<file path="src/rtl/iic_pkg.sv">
// Shared types and constants for the IIC master timing blocks.
//   iic_div_t   : SCL divisor / phase counter word at the default width
//   IIC_MIN_DIV : smallest divisor ever applied (smaller loads are raised to it)
//   iic_phase_t : bundle of single-cycle SCL phase strobes
package iic_pkg;

  localparam int unsigned IIC_CNT_W = 16;

  typedef logic [IIC_CNT_W-1:0] iic_div_t;

  localparam int unsigned IIC_MIN_DIV = 4;

  typedef struct packed {
    logic rise;
    logic high_mid;
    logic fall;
    logic low_mid;
    logic period_done;
  } iic_phase_t;

endpackage

</file>
<file path="src/rtl/iic_stretch_monitor.sv">
// Slave clock-stretch monitor for the SCL timer.
// Requests a counter hold while SCL is released at the start of a period but the bus is
// still low, counts held cycles and flags a sticky timeout.
//   clk, rst_n  : clock, synchronous active-low reset
//   en          : timer enable; 0 clears the hold count and the timeout flag
//   cnt_zero    : phase counter is at 0 (start of the high phase)
//   scl_in      : synchronised SCL bus level
//   to_limit_i  : timeout in held cycles, 0 disables
//   hold_req    : freeze the phase counter this cycle
//   stretching  : level, a slave is holding SCL low
//   stretch_to  : sticky timeout flag
module iic_stretch_monitor #(
  parameter bit          STRETCH_EN = 1'b1,
  parameter int unsigned TO_W       = 20
) (
  input  logic            clk,
  input  logic            rst_n,
  input  logic            en,
  input  logic            cnt_zero,
  input  logic            scl_in,
  input  logic [TO_W-1:0] to_limit_i,
  output logic            hold_req,
  output logic            stretching,
  output logic            stretch_to
);

  logic [TO_W-1:0] to_cnt_q, to_cnt_d;
  logic            to_q, to_d;

  assign hold_req   = STRETCH_EN & en & cnt_zero & ~scl_in;
  assign stretching = hold_req;
  assign stretch_to = to_q;

  always_comb begin
    to_cnt_d = '0;
    to_d     = to_q;
    if (!en) begin
      to_d = 1'b0;
    end else if (hold_req) begin
      // Saturate so a very long stretch cannot wrap back under the limit.
      to_cnt_d = (&to_cnt_q) ? to_cnt_q : to_cnt_q + TO_W'(1);
      if ((to_limit_i != '0) && (to_cnt_d >= to_limit_i)) begin
        to_d = 1'b1;
      end
    end
  end

  always_ff @(posedge clk) begin
    if (!rst_n) begin
      to_cnt_q <= '0;
      to_q     <= 1'b0;
    end else begin
      to_cnt_q <= to_cnt_d;
      to_q     <= to_d;
    end
  end

endmodule

</file>
<file path="src/rtl/iic_scl_timer.sv">
// Runtime-programmable SCL timing generator for the IIC master.
// One SCL period is div_q clk cycles: high for div_q>>1 cycles, then low for the rest.
// Phase strobes are decoded directly from the registered counter.
//   clk, rst_n   : clock, synchronous active-low reset
//   en           : 1 runs SCL, 0 idles with SCL released
//   div_i        : new period in clk cycles, captured by div_load
//   div_load     : one-cycle strobe capturing div_i as the pending divisor
//   to_limit_i   : stretch timeout in clk cycles, 0 disables
//   scl_in       : synchronised SCL bus level
//   scl_o        : 1 releases SCL, 0 drives it low
//   rise, high_mid, fall, low_mid, period_done : single-cycle phase strobes
//   stretching   : counter held by a slave stretching SCL
//   stretch_to   : sticky stretch timeout
module iic_scl_timer
  import iic_pkg::*;
#(
  parameter int unsigned CNT_W       = 16,
  parameter int unsigned DIV_DEFAULT = 500,
  parameter bit          STRETCH_EN  = 1'b1,
  parameter int unsigned TO_W        = 20
) (
  input  logic             clk,
  input  logic             rst_n,
  input  logic             en,
  input  logic [CNT_W-1:0] div_i,
  input  logic             div_load,
  input  logic [TO_W-1:0]  to_limit_i,
  input  logic             scl_in,
  output logic             scl_o,
  output logic             rise,
  output logic             high_mid,
  output logic             fall,
  output logic             low_mid,
  output logic             period_done,
  output logic             stretching,
  output logic             stretch_to
);

  localparam logic [CNT_W-1:0] DivReset = CNT_W'(DIV_DEFAULT);
  localparam logic [CNT_W-1:0] MinDiv   = CNT_W'(IIC_MIN_DIV);

  // StHold means the previous cycle was already held at cnt 0, so this period's rise
  // has been issued and must not repeat.
  typedef enum logic [1:0] {StIdle, StRun, StHold} state_e;

  state_e           state_q, state_d;
  logic [CNT_W-1:0] cnt_q, cnt_d;
  logic [CNT_W-1:0] div_q, div_d;
  logic [CNT_W-1:0] pend_q, pend_d;
  logic             pend_v_q, pend_v_d;

  logic [CNT_W-1:0] high_len, low_len, hm_pt, lm_pt, last_pt, pend_clamped;
  logic             cnt_zero, at_last, wrap, apply, hold_req, phase_active;
  iic_phase_t       phase;

  assign high_len     = div_q >> 1;
  assign low_len      = div_q - high_len;
  assign hm_pt        = high_len >> 1;
  assign lm_pt        = high_len + (low_len >> 1);
  assign last_pt      = div_q - CNT_W'(1);
  assign cnt_zero     = (cnt_q == '0);
  assign at_last      = (cnt_q >= last_pt);
  assign pend_clamped = (pend_q < MinDiv) ? MinDiv : pend_q;

  iic_stretch_monitor #(
    .STRETCH_EN (STRETCH_EN),
    .TO_W       (TO_W)
  ) u_stretch (
    .clk        (clk),
    .rst_n      (rst_n),
    .en         (en),
    .cnt_zero   (cnt_zero),
    .scl_in     (scl_in),
    .to_limit_i (to_limit_i),
    .hold_req   (hold_req),
    .stretching (stretching),
    .stretch_to (stretch_to)
  );

  // Counter FSM
  always_comb begin
    state_d      = state_q;
    cnt_d        = cnt_q;
    phase_active = 1'b0;
    case (state_q)
      StIdle, StRun: phase_active = en;
      StHold:        phase_active = 1'b0;
      default:       phase_active = 1'b0;
    endcase
    if (!en) begin
      state_d = StIdle;
      cnt_d   = '0;
    end else if (hold_req) begin
      state_d = StHold;
    end else begin
      state_d = StRun;
      cnt_d   = at_last ? '0 : cnt_q + CNT_W'(1);
    end
  end

  // Phase strobes; only rise can coincide with a held cycle since every other
  // point is past cnt 0 for any applied divisor.
  always_comb begin
    phase             = '0;
    phase.rise        = phase_active & cnt_zero;
    phase.high_mid    = phase_active & (cnt_q == hm_pt);
    phase.fall        = phase_active & (cnt_q == high_len);
    phase.low_mid     = phase_active & (cnt_q == lm_pt);
    phase.period_done = phase_active & at_last;
  end

  assign rise        = phase.rise;
  assign high_mid    = phase.high_mid;
  assign fall        = phase.fall;
  assign low_mid     = phase.low_mid;
  assign period_done = phase.period_done;
  assign scl_o       = ~en | (cnt_q < high_len);

  // Divisor reload: the pending value only lands on a period boundary or while idle,
  // and a load in the same cycle becomes the next pending value.
  assign wrap  = en & at_last & ~hold_req;
  assign apply = ~en | wrap;

  always_comb begin
    div_d    = div_q;
    pend_d   = pend_q;
    pend_v_d = pend_v_q;
    if (apply && pend_v_q) begin
      div_d    = pend_clamped;
      pend_v_d = 1'b0;
    end
    if (div_load) begin
      pend_d   = div_i;
      pend_v_d = 1'b1;
    end
  end

  always_ff @(posedge clk) begin
    if (!rst_n) begin
      state_q  <= StIdle;
      cnt_q    <= '0;
      div_q    <= DivReset;
      pend_q   <= '0;
      pend_v_q <= 1'b0;
    end else begin
      state_q  <= state_d;
      cnt_q    <= cnt_d;
      div_q    <= div_d;
      pend_q   <= pend_d;
      pend_v_q <= pend_v_d;
    end
  end

endmodule

</file>
<file path="config.mk">
export PLATFORM = sky130hd
export DESIGN_NAME = iic_scl_timer
export DESIGN_NICKNAME = d
export VERILOG_FILES = /design/src/rtl/iic_pkg.sv /design/src/rtl/iic_stretch_monitor.sv /design/src/rtl/iic_scl_timer.sv
export SDC_FILE = /design/constraint.sdc
export NUM_CORES = 1
export LEC_CHECK = 0
export BUFFER_PORTS_ARGS = -buffer_cell sky130_fd_sc_hd__buf_2
export CORE_ASPECT_RATIO = 1.75
export CORE_MARGIN = 2
export CORE_UTILIZATION = 40
export CTS_BUF_LIST = sky130_fd_sc_hd__clkbuf_4 sky130_fd_sc_hd__clkbuf_8
export DETAILED_ROUTE_END_ITERATION = 8
export MAX_ROUTING_LAYER = met4
export PLACE_DENSITY = 0.68
export SLEW_MARGIN = 40
export SYNTH_ARGS = -nofsm -noshare
export SYNTH_HDL_FRONTEND = slang
export SYNTH_HIERARCHICAL = 1
export SYNTH_SLANG_ARGS = --single-unit
export TNS_END_PERCENT = 100
</file>
<file path="constraint.sdc">
create_clock -name clk -period 11.4 [get_ports clk]
set_input_delay 2.28 -clock clk [delete_from_list [all_inputs] [get_ports clk]]
set_output_delay 2.28 -clock clk [all_outputs]
set_load 0.03 [all_outputs]
</file>
==> out/qor.yml, run 1 <==
fin_ws_ns: 3.78
avgSynthCellArea_um2: 8.04
rsz0062_at_grt: "false"
min_to: "div_q[1]$_SDFFE_PN0P_"
worstPathMaxFanout: 8
crit_arrival_ns: 5.34
power_uw: 689
yosysSeqAreaShare: 0.214
wl_per_cell_um: 16.1
synth_edf_count: 0
antenna_found_initial: 0
antenna_cells: 0
setup_viol: 0
powerDensity_nw_per_um2: 94.6
drive_above_1_share: 0.0980
grt_max_degree: 27
worstPathRequired_ns: 9.12
relSlewSlack: 0.394
dieArea_um2: 17700
netlist_top_cells_count: "ha_1 (106), nor2_1 (74), dfxtp_1 (71), inv_1 (63), xnor2_1 (50)"
gr-total-overflow: 0
switching_power_uw: 234
async_reset_ff_frac: 0
fin_nets: 1011
syn2layout_area_growth_pct: 9.61
period_needed_ns: 7.62
final.period_utilization: 0.669
cts_sinks: 71
pre_cts_ws_ns: 4.13
ir_drop_uv: 64.8
path_clk_slew_ns: 0.08
clkPwrFrac: 0.309
maxSlewViolCount: 0
initial_core_util: 0.406
row_count: 62
rrSetupSlack_ns: 6.74
tightest_slew_ns: 0.906
dr.pass1.iters: 4
fmax_mhz: 131
io_pins: 49
clockBufferDepth: 2
syn_inst: 826
synth_ff_type: "dfxtp_1"
netlist_area_um2: 6640
io_buffers: 48
final-hold-violation-count: 0
p_comb_frac: 0.310
dp_hpwl_mm: 14.3
syn-num-nets: 975
min_path_type: "reg -> reg"
vias_per_cell: 5.47
cts_root_buf: "clkbuf_8"
htreeDepth: 3
grt_first_pass_wirelength_mm: 28.3
finalClockSkew_ns: 0.0116
power_leakage_nw: 3.27
grt_pass1_vias: 6047
synth_most_common_cell: "ha_1"
crit_chain: "inv_1 -> ha_1 -> o21bai_1 -> a21oi_1 -> o21bai_1 -> a221oi_1 -> nor2b_1 -> o31ai_1 -> a21oi_1 -> xor2_1 -> ha_1 -> xnor2_1 -> a2111oi_4 -> nand4b_1 -> nor4b_2 -> nand3_1 -> nor3_1 -> nand4b_1 -> a211oi_2 -> buf_2"
synth_top_cells_by_area: "dfxtp_1 (21%), ha_1 (20%), xnor2_1 (6.6%)"
end_kind: "output port"
yosys.area.top_type: "dfxtp_1"
maxCapViolations: 0
seq_power_share: 0.381
grtUsageTotal: 0.210
yosysTopAreaCellShare: 0.214
dr_total_vias: 5964
die_w_um: 101
cts_buffers: 9
routabilityCongestion: 1.04
fin_util: 0.445
r2r-start: "div_q[2]$_SDFFE_PN1P_"
die_h_um: 174
swShare: 0.340
status: "finished clean"
critical_path_class: "reg -> out"
cts_tree: "yes"
synth_cell_types: 69
critPathMaxStageDelay_ns: 0.48
worst_r2r_endpoint: "div_q[11]$_SDFFE_PN0P_"
intPower_uw: 455
core_um2: 16400
synth_seq_cells: 71
first_iter_violations: 221
hp-start: "pend_q[1]$_SDFFE_PN0P_"
ys_warn_count: 6
clock_latency_ns: 0.38
wl_mm: 17.6
reg2reg_depth: 17
drc_errors: 0
crit_slowest_cell: "dfxtp_1"
cts_resized: 0
critPathLaunchType: "register"
cts_setup_buffers: 0
hold_buffers: 0
whs_path_depth: 2
ant_nets: 0
tns_ns: 0
## stage by stage
step	area, um2	cells	hold WS (ns)
2_1_floorplan	6640	826	0.434
3_3_place_gp	7060	1075	0.479
3_5_place_dp	7070	1075	0.475
4_1_cts	7280	1091	0.488
5_1_grt	7280	1091	0.514
6_report	7280	1091	0.483
## power groups by stage
stage	Combinational, mW	Clock [mW]	Sequential, mW
after global routing	0.237	0.225	0.264
after CTS	0.211	0.216	0.262
final	0.213	0.213	0.263
after detailed placement	0.210	0	0.268
after global placement	0.208	0	0.268
after floorplan	0.158	0	0.265
## critical path: cells and delay by family (launching register included)
family | cells | cell delay [ns]
compound gates | 8 | 1.92
simple gates | 6 | 0.99
flops | 1 | 0.48
xor+xnor | 2 | 0.40
buf+inv | 2 | 0.45
fa+ha+maj | 2 | 0.71
## sequential cells by signal, summed over array words and instances (netlist names)
name / flops
cnt_q: 16
div_q: 16
pend_q: 16
pend_v_q: 1
state_q: 1
u_stretch/stretch_to: 1
u_stretch/to_cnt_q: 20
## cells in the final DEF (no fill, tap or decap), types with 4 or more instances in the layout
master / n
a211oi_1: 5
a21o_1: 15
a21oi_1: 47
a31oi_1: 11
and2_1: 6
and3_1: 6
and4_1: 4
buf_2: 48
clkbuf_8: 11
dfxtp_1: 71
ha_1: 106
inv_1: 63
mux2i_1: 18
nand2_1: 48
nand2b_1: 9
nand3_1: 47
nand4_1: 23
nor2_1: 74
nor2b_1: 16
nor3_1: 27
nor4_1: 14
o211ai_1: 4
o21a_1: 5
o21ai_0: 35
o21ai_1: 4
o21bai_1: 6
o31a_1: 4
o31ai_1: 4
xnor2_1: 50
xor2_1: 31
## cell type report
| type | instances | area [um2] |
|---|---|---|
| inverters | 64 | 240 |
| multi-input cells | 666 | 4880 |
| well taps | 224 | 280 |
| clock buffers | 11 | 151 |
| clock inverters | 5 | 56.3 |
| flip-flops and latches | 71 | 1420 |
| fillers | 1675 | 9090 |
| repair buffers | 50 | 255 |
## layer usage
metal	vias to the layer above	part of all wire	track usage
met1	2758	0.38	0.199
met2	145	0.55	0.400
met3	62	0.026	0.0193
met4	0	0.052	0.115
li1	2999	-	-
met5	-	0	-
## logic make-up (layout without fill, tap and decap cells)
logic type	Yosys count	after routing	synth area share
AND/OR/NAND/NOR	295	295	0.229
XOR/XNOR	82	82	0.110
buffers and inverters	89	130	0.0535
adder cells (fa/ha/maj)	108	108	0.206
flip-flops	71	71	0.214
multiplexers	21	21	0.0345
AO/OA/AOI/OAI	160	160	0.154
## worst max path at each step
stage | start | slack [ns] | end
finish | div_q[2]$_SDFFE_PN1P_ | 3.78 | low_mid
detailed placement | div_q[2]$_SDFFE_PN1P_ | 4.13 | low_mid
global route | div_q[2]$_SDFFE_PN1P_ | 3.32 | low_mid
CTS | div_q[2]$_SDFFE_PN1P_ | 3.73 | low_mid
global placement | div_q[2]$_SDFFE_PN1P_ | 4.28 | low_mid
floorplan | div_q[2]$_SDFFE_PN1P_ | 4.77 | low_mid
Note: power is estimated with default switching activity, not from simulation.
==> inputs of run 2 (changes only) <==
--- a/config.mk
+++ b/config.mk
@@ -12,7 +12,7 @@
 export CTS_BUF_LIST = sky130_fd_sc_hd__clkbuf_4 sky130_fd_sc_hd__clkbuf_8
 export DETAILED_ROUTE_END_ITERATION = 8
 export MAX_ROUTING_LAYER = met4
-export PLACE_DENSITY = 0.68
+export PLACE_DENSITY = 0.7
 export SLEW_MARGIN = 40
 export SYNTH_ARGS = -nofsm -noshare
 export SYNTH_HDL_FRONTEND = slang
==> constraint.sdc (replaced) <==
create_clock -name clk -period 6.7 [get_ports clk]
set_input_delay 1.34 -clock clk [delete_from_list [all_inputs] [get_ports clk]]
set_output_delay 1.34 -clock clk [all_outputs]
set_load 0.03 [all_outputs]
==> run 2 against run 1 <==
Clock skew increased by 0.00099 ns. Count of clock-buffer cells in the layout is 2 lower. Sequential share of layout area barely moved. Clock power increased by 78%. Critical path depth is the same. Via count shrank 0.17%. Critical endpoint unchanged. Largest cell class unchanged. Largest power group unchanged. Highest routed layer unchanged.
==> out/qor.yml, run 2 (synthesis results as in run 1) <==
critPathLaunchType: "register"  # unchanged
power_leakage_nw: 3.27  # about the same
crit_arrival_ns: 4.93  # was 5.34 ns
finalClockSkew_ns: 0.0126  # was 0.0116 ns
grt_pass1_vias: 5963  # was 6047
grtUsageTotal: 0.208  # was 0.210
die_w_um: 101  # unchanged
layout_commonest_cell: "ha_1"  # unchanged
cts_root_buf: "clkbuf_8"  # unchanged
power_mw: 1.19  # was 689 uW
final.period_utilization: 0.935
end_kind: "output port"  # unchanged
status: "finished clean"  # unchanged
first_iter_violations: 222  # was 221
antenna_found_initial: 0  # unchanged
tightest_slew_ns: 0.813  # was 0.906 ns
hold_buffers: 0  # unchanged
cts_buffers: 9  # unchanged
cts_tree: "yes"  # unchanged
drc_errors: 0  # unchanged
ant_nets: 0  # unchanged
worstPathMaxFanout: 7  # was 8
critical_path_class: "reg -> out"  # unchanged
htreeDepth: 3  # unchanged
fmax_mhz: 160
wl_mm: 17.5  # was 17.6 mm
antenna_cells: 0  # unchanged
cts_setup_buffers: 0  # unchanged
period_needed_ns: 6.27
cts_sinks: 71  # unchanged
maxSlewViolCount: 0  # unchanged
syn2layout_area_growth_pct: 9.85  # was 9.61%
row_count: 62  # unchanged
dp_hpwl_mm: 14.2  # was 14.3 mm
routabilityCongestion: 1.08  # was 1.04
worstPathRequired_ns: 5.36  # was 9.12 ns
io_buffers: 48  # unchanged
path_clk_slew_ns: 0.07  # was 0.08 ns
dr_total_vias: 5954  # was 5964
vias_per_cell: 5.46  # was 5.47
core_um2: 16400  # unchanged
mostFrequentLayoutCells: "ha_1 (106), nor2_1 (74), dfxtp_1 (70), inv_1 (62), xnor2_1 (50)"  # was ha_1 (106), nor2_1 (74), dfxtp_1 (71), inv_1 (63), xnor2_1 (50)
final-hold-violation-count: 0  # unchanged
clockBufferDepth: 2  # unchanged
tns_ns: 0  # unchanged
grt_first_pass_wirelength_mm: 28.0  # was 28.3 mm
powerDensity_nw_per_um2: 163  # was 94.6 nW/um2
seq_area_um2: 1420  # about the same
dr.pass1.iters: 5  # was 4
maxCapViolations: 0  # unchanged
die_h_um: 174  # unchanged
io_pins: 49  # unchanged
drive_above_1_share: 0.103  # was 0.0980
clock_latency_ns: 0.37  # was 0.38 ns
fin_nets: 1011  # unchanged
fillers: 1690  # was 1675
dieArea_um2: 17700  # unchanged
ir_drop_uv: 158  # was 64.8 uV
min_path_type: "reg -> reg"  # unchanged
cts_resized: 0  # unchanged
relSlewSlack: 0.457  # was 0.394
initial_core_util: 0.406  # unchanged
multi_input_area_um2: 4890  # was 4880 um2
gr-total-overflow: 0  # unchanged
finalHoldWorstSlack_ns: 0.483  # about the same
setup_viol: 0  # unchanged
wl_per_cell_um: 16.0  # was 16.1 um
largest_reg_flops: 20  # unchanged
grt_max_degree: 27  # unchanged
regMostFlops: "u_stretch/to_cnt_q"  # unchanged
run 2: metrics by stage:
stage          utilization  std cells  setup slack, ns  area (um2)
2_1_floorplan            -        826             1.01        6640
3_3_place_gp         0.432       1075            0.566        7060
3_5_place_dp         0.432       1075            0.480        7070
4_1_cts              0.445       1091           0.0761        7280
5_1_grt              0.446       1091         -0.00326        7300
6_report             0.446       1091            0.434        7300
run 2: power breakdown:
group / internal, mW / leakage [nW] / switching (mW)
Clock: 0.207 / 0.109 / 0.172
Combinational: 0.151 / 2.59 / 0.215
Sequential: 0.432 / 0.577 / 0.0143
Total: 0.790 / 3.27 / 0.402
run 2: final cells by class:
cell class,instances,area share
flip-flops and latches,71,0.195
repair buffers,50,0.0350
clock inverters,7,0.0120
clock buffers,9,0.0170
multi-input cells,666,0.670
well taps,224,0.0384
inverters,64,0.0329
run 2: final timing paths:
check	from	endpoint	slack, ns	cells after the start
setup / recovery	div_q[3]$_SDFFE_PN0P_	low_mid	0.43	20
hold reg to reg	pend_q[1]$_SDFFE_PN0P_	div_q[1]$_SDFFE_PN0P_	0.48	2
setup reg to reg	div_q[1]$_SDFFE_PN0P_	div_q[12]$_SDFFE_PN0P_	2.24	17
hold / removal	pend_q[1]$_SDFFE_PN0P_	div_q[1]$_SDFFE_PN0P_	0.48	2
run 2: critical path, cell delays in order, from the launching register on:
cell and delay (ns):
dfxtp_1 0.41, inv_1 0.17, ha_1 0.38, o21bai_1 0.09, a21oi_1 0.23, o21bai_1 0.13
a221oi_2 0.32, nor2b_1 0.12, o31ai_2 0.31, a21oi_1 0.13, xor2_1 0.18, ha_1 0.34
xnor2_1 0.17, a2111oi_4 0.36, nand4b_1 0.15, nor4b_2 0.27, nand3_1 0.09, nor3_1 0.19
nand4b_1 0.14, a211oi_2 0.16, buf_2 0.22
run 2: per-layer routing:
layer  vias to the layer above  routed length (um)  track usage
li1                       2997                   -            -
met1                      2754                6430        0.197
met2                       143                9410        0.378
met3                        60                 493       0.0217
met4                         0                1140        0.145
met5                         -                   0            -
==> inputs of run 3 (changes only) <==
--- a/config.mk
+++ b/config.mk
@@ -6,13 +6,16 @@
 export NUM_CORES = 1
 export LEC_CHECK = 0
 export BUFFER_PORTS_ARGS = -buffer_cell sky130_fd_sc_hd__buf_2
+export CELL_PAD_IN_SITES_DETAIL_PLACEMENT = 1
+export CELL_PAD_IN_SITES_GLOBAL_PLACEMENT = 1
 export CORE_ASPECT_RATIO = 1.75
 export CORE_MARGIN = 2
 export CORE_UTILIZATION = 40
 export CTS_BUF_LIST = sky130_fd_sc_hd__clkbuf_4 sky130_fd_sc_hd__clkbuf_8
 export DETAILED_ROUTE_END_ITERATION = 8
 export MAX_ROUTING_LAYER = met4
-export PLACE_DENSITY = 0.7
+export PLACE_DENSITY = 0.86
+export REMOVE_ABC_BUFFERS = 1
 export SLEW_MARGIN = 40
 export SYNTH_ARGS = -nofsm -noshare
 export SYNTH_HDL_FRONTEND = slang
==> run 3 against run 2 <==
Count of clock-buffer cells in the layout stayed put. Worst setup slack worse by 0.039 ns. Core utilization hardly changed. Power is 3.7% lower. Global-route usage is 3.3 points higher. Clock skew is 0.0082 ns higher. Highest routed layer unchanged. Flip-flop and latch count stayed put. Combinational power is 1% lower. First-iteration DRC count is 7.7% lower. Largest power group unchanged. Non-clock buffer count is 2 higher.
==> out/qor.yml, run 3 (synthesis results as in run 1) <==
min_path_type: "reg -> reg"  # unchanged
worst_r2r_endpoint: "div_q[3]$_SDFFE_PN0P_"  # was div_q[12]$_SDFFE_PN0P_
swShare: 0.367  # was 0.337
fin_ws_ns: 0.395  # was 0.434 ns
io_buffers: 48  # unchanged
wl_per_cell_um: 18.6  # was 16.0 um
maxCapViolations: 0  # unchanged
cts_tree: "yes"  # unchanged
cts_sinks: 71  # unchanged
die_h_um: 174  # unchanged
dr_total_vias: 6261  # was 5954
finalClockSkew_ns: 0.0207  # was 0.0126 ns
reg2reg_depth: 15  # was 17
gr-total-overflow: 0  # unchanged
crit_slowest_cell: "fa_1"  # was dfxtp_1
period_needed_ns: 6.31  # was 6.27 ns
grt_first_pass_wirelength_mm: 32.4  # was 28.0 mm
worstPathRequired_ns: 5.36  # about the same
worstPathMaxFanout: 3  # was 7
intPower_uw: 727  # was 790 uW
antenna_cells: 0  # unchanged
powerDensity_nw_per_um2: 157  # was 163 nW/um2
grt_pass1_vias: 6682  # was 5963
grt_max_degree: 27  # unchanged
status: "finished clean"  # unchanged
critPathLaunchType: "register"  # unchanged
wl_mm: 20.4  # was 17.5 mm
cts_setup_buffers: 0  # unchanged
fmax_mhz: 159  # was 160 MHz
seq_power_share: 0.391  # was 0.375
setup_viol: 0  # unchanged
drive_above_1_share: 0.105  # was 0.103
tns_ns: 0  # unchanged
tightest_slew_ns: 0.779  # was 0.813 ns
routabilityCongestion: 0.977  # was 1.08
path_clk_slew_ns: 0.08  # was 0.07 ns
stdcell_count: 1093  # was 1091
dr.pass1.iters: 4  # was 5
hp-start: "div_q[0]$_SDFFE_PN0P_"  # was pend_q[1]$_SDFFE_PN0P_
drc_errors: 0  # unchanged
end_kind: "output port"  # unchanged
core_um2: 16400  # unchanged
critical_path_class: "reg -> out"  # unchanged
crit_arrival_ns: 4.97  # was 4.93 ns
fillers: 2049  # was 1690
dp_hpwl_mm: 16.9  # was 14.2 mm
antenna_found_initial: 0  # unchanged
switching_power_uw: 421  # was 402 uW
rrSetupSlack_ns: 2.18  # was 2.24 ns
clockBufferDepth: 2  # unchanged
r2r-start: "div_q[3]$_SDFFE_PN0P_"  # was div_q[1]$_SDFFE_PN0P_
final_area_um2: 7290  # was 7300 um2
initial_core_util: 0.406  # unchanged
pre_cts_ws_ns: 0.633  # was 0.480 ns
row_count: 62  # unchanged
vias_per_cell: 5.73  # was 5.46
maxSlewViolCount: 0  # unchanged
regMostFlops: "u_stretch/to_cnt_q"  # unchanged
dieArea_um2: 17700  # unchanged
hold_buffers: 0  # unchanged
mostFrequentLayoutCells: "ha_1 (105), nor2_1 (74), dfxtp_1 (70), inv_1 (62), xnor2_1 (50)"  # was ha_1 (106), nor2_1 (74), dfxtp_1 (70), inv_1 (62), xnor2_1 (50)
syn2layout_area_growth_pct: 9.79  # was 9.85%
first_iter_violations: 205  # was 222
crit_chain: "inv_1 -> ha_1 -> fa_1 -> o21bai_1 -> a21oi_1 -> o21bai_1 -> a221oi_2 -> nor2b_1 -> o31ai_1 -> a21oi_1 -> xor2_1 -> ha_1 -> xnor2_1 -> a2111oi_4 -> nand4b_1 -> nor4b_2 -> nand3_1 -> nor3_1 -> nand4b_1 -> a211oi_2 -> buf_2"  # was inv_1 -> ha_1 -> o21bai_1 -> a21oi_1 -> o21bai_1 -> a221oi_2 -> nor2b_1 -> o31ai_2 -> a21oi_1 -> xor2_1 -> ha_1 -> xnor2_1 -> a2111oi_4 -> nand4b_1 -> nor4b_2 -> nand3_1 -> nor3_1 -> nand4b_1 -> a211oi_2 -> buf_2
cts_resized: 0  # unchanged
cts_root_buf: "clkbuf_8"  # unchanged
clock_latency_ns: 0.37  # about the same
min_to: "div_q[0]$_SDFFE_PN0P_"  # was div_q[1]$_SDFFE_PN0P_
final-hold-violation-count: 0  # unchanged
htreeDepth: 3  # unchanged
ir_drop_uv: 76.8  # was 158 uV
ant_nets: 0  # unchanged
seq_area_um2: 1420  # unchanged
grtUsageTotal: 0.241  # was 0.208
clkPwrFrac: 0.294  # was 0.318
fin_nets: 1013  # was 1011
placed_area_um2: 7090  # was 7070 um2
dp.cells: 1077  # was 1075
p_comb_frac: 0.315  # was 0.307
multi_input_area_um2: 4890  # about the same
largest_reg_flops: 20  # unchanged
io_pins: 49  # unchanged
die_w_um: 101  # unchanged
final.period_utilization: 0.941  # was 0.935
power_leakage_nw: 3.26  # was 3.27 nW
critPathMaxStageDelay_ns: 0.44  # was 0.41 ns
whs_path_depth: 2  # unchanged
cts_buffers: 9  # unchanged
layout_commonest_cell: "ha_1"  # unchanged
relSlewSlack: 0.474  # was 0.457
-- run 3: power by group through the flow --
stage                     Combinational, mW  Sequential [mW]  Clock (mW)
after CTS                             0.359            0.448       0.354
after global routing                  0.399            0.450       0.370
after global placement                0.345            0.457           0
after detailed placement              0.357            0.458           0
final                                 0.362            0.448       0.338
after floorplan                       0.262            0.452           0
-- run 3: worst max-delay path: cells and delay by family, from the launching register on --
family,cells,cell delay (ns)
XOR/XNOR,2,0.39
buffers and inverters,2,0.33
AO/OA/AOI/OAI,8,1.45
flip-flops,1,0.36
AND/OR/NAND/NOR,6,1.08
adder cells (fa/ha/maj),3,0.99
-- run 3: metrics by stage --
stage | util | total power, mW | hold slack, ns
final | 0.446 | 1.15 | 0.506
after global routing | 0.446 | 1.22 | 0.537
after CTS | 0.444 | 1.16 | 0.510
after detailed placement | 0.433 | 0.815 | 0.492
after global placement | 0.432 | 0.802 | 0.474
after floorplan | - | 0.714 | 0.434
-- run 3: area by class of cell --
cell class,instances,share of cell area
Timing Repair Buffer,52,0.0371
Inverter,64,0.0329
Multi-Input combinational cell,666,0.671
Tap cell,224,0.0384
Clock buffer,9,0.0170
Sequential cell,71,0.195
Clock inverter,7,0.00841
-- run 3: worst max path at each step --
stage	startpoint	to	slack, ns	cells after the start
finish	div_q[0]$_SDFFE_PN0P_	low_mid	0.39	21
global route	div_q[0]$_SDFFE_PN0P_	low_mid	-0.07	21
CTS	div_q[2]$_SDFFE_PN1P_	low_mid	0.20	20
detailed placement	div_q[2]$_SDFFE_PN1P_	low_mid	0.63	20
global placement	div_q[2]$_SDFFE_PN1P_	low_mid	0.76	20
floorplan	div_q[2]$_SDFFE_PN1P_	low_mid	1.01	19
-- run 3: metal layers --
metal | vias to the layer above | part of all wire | GRT usage
met3 | 74 | 0.030 | 0.0273
met5 | - | 0 | -
met2 | 160 | 0.57 | 0.470
li1 | 3000 | - | -
met1 | 3027 | 0.33 | 0.210
met4 | 0 | 0.065 | 0.145
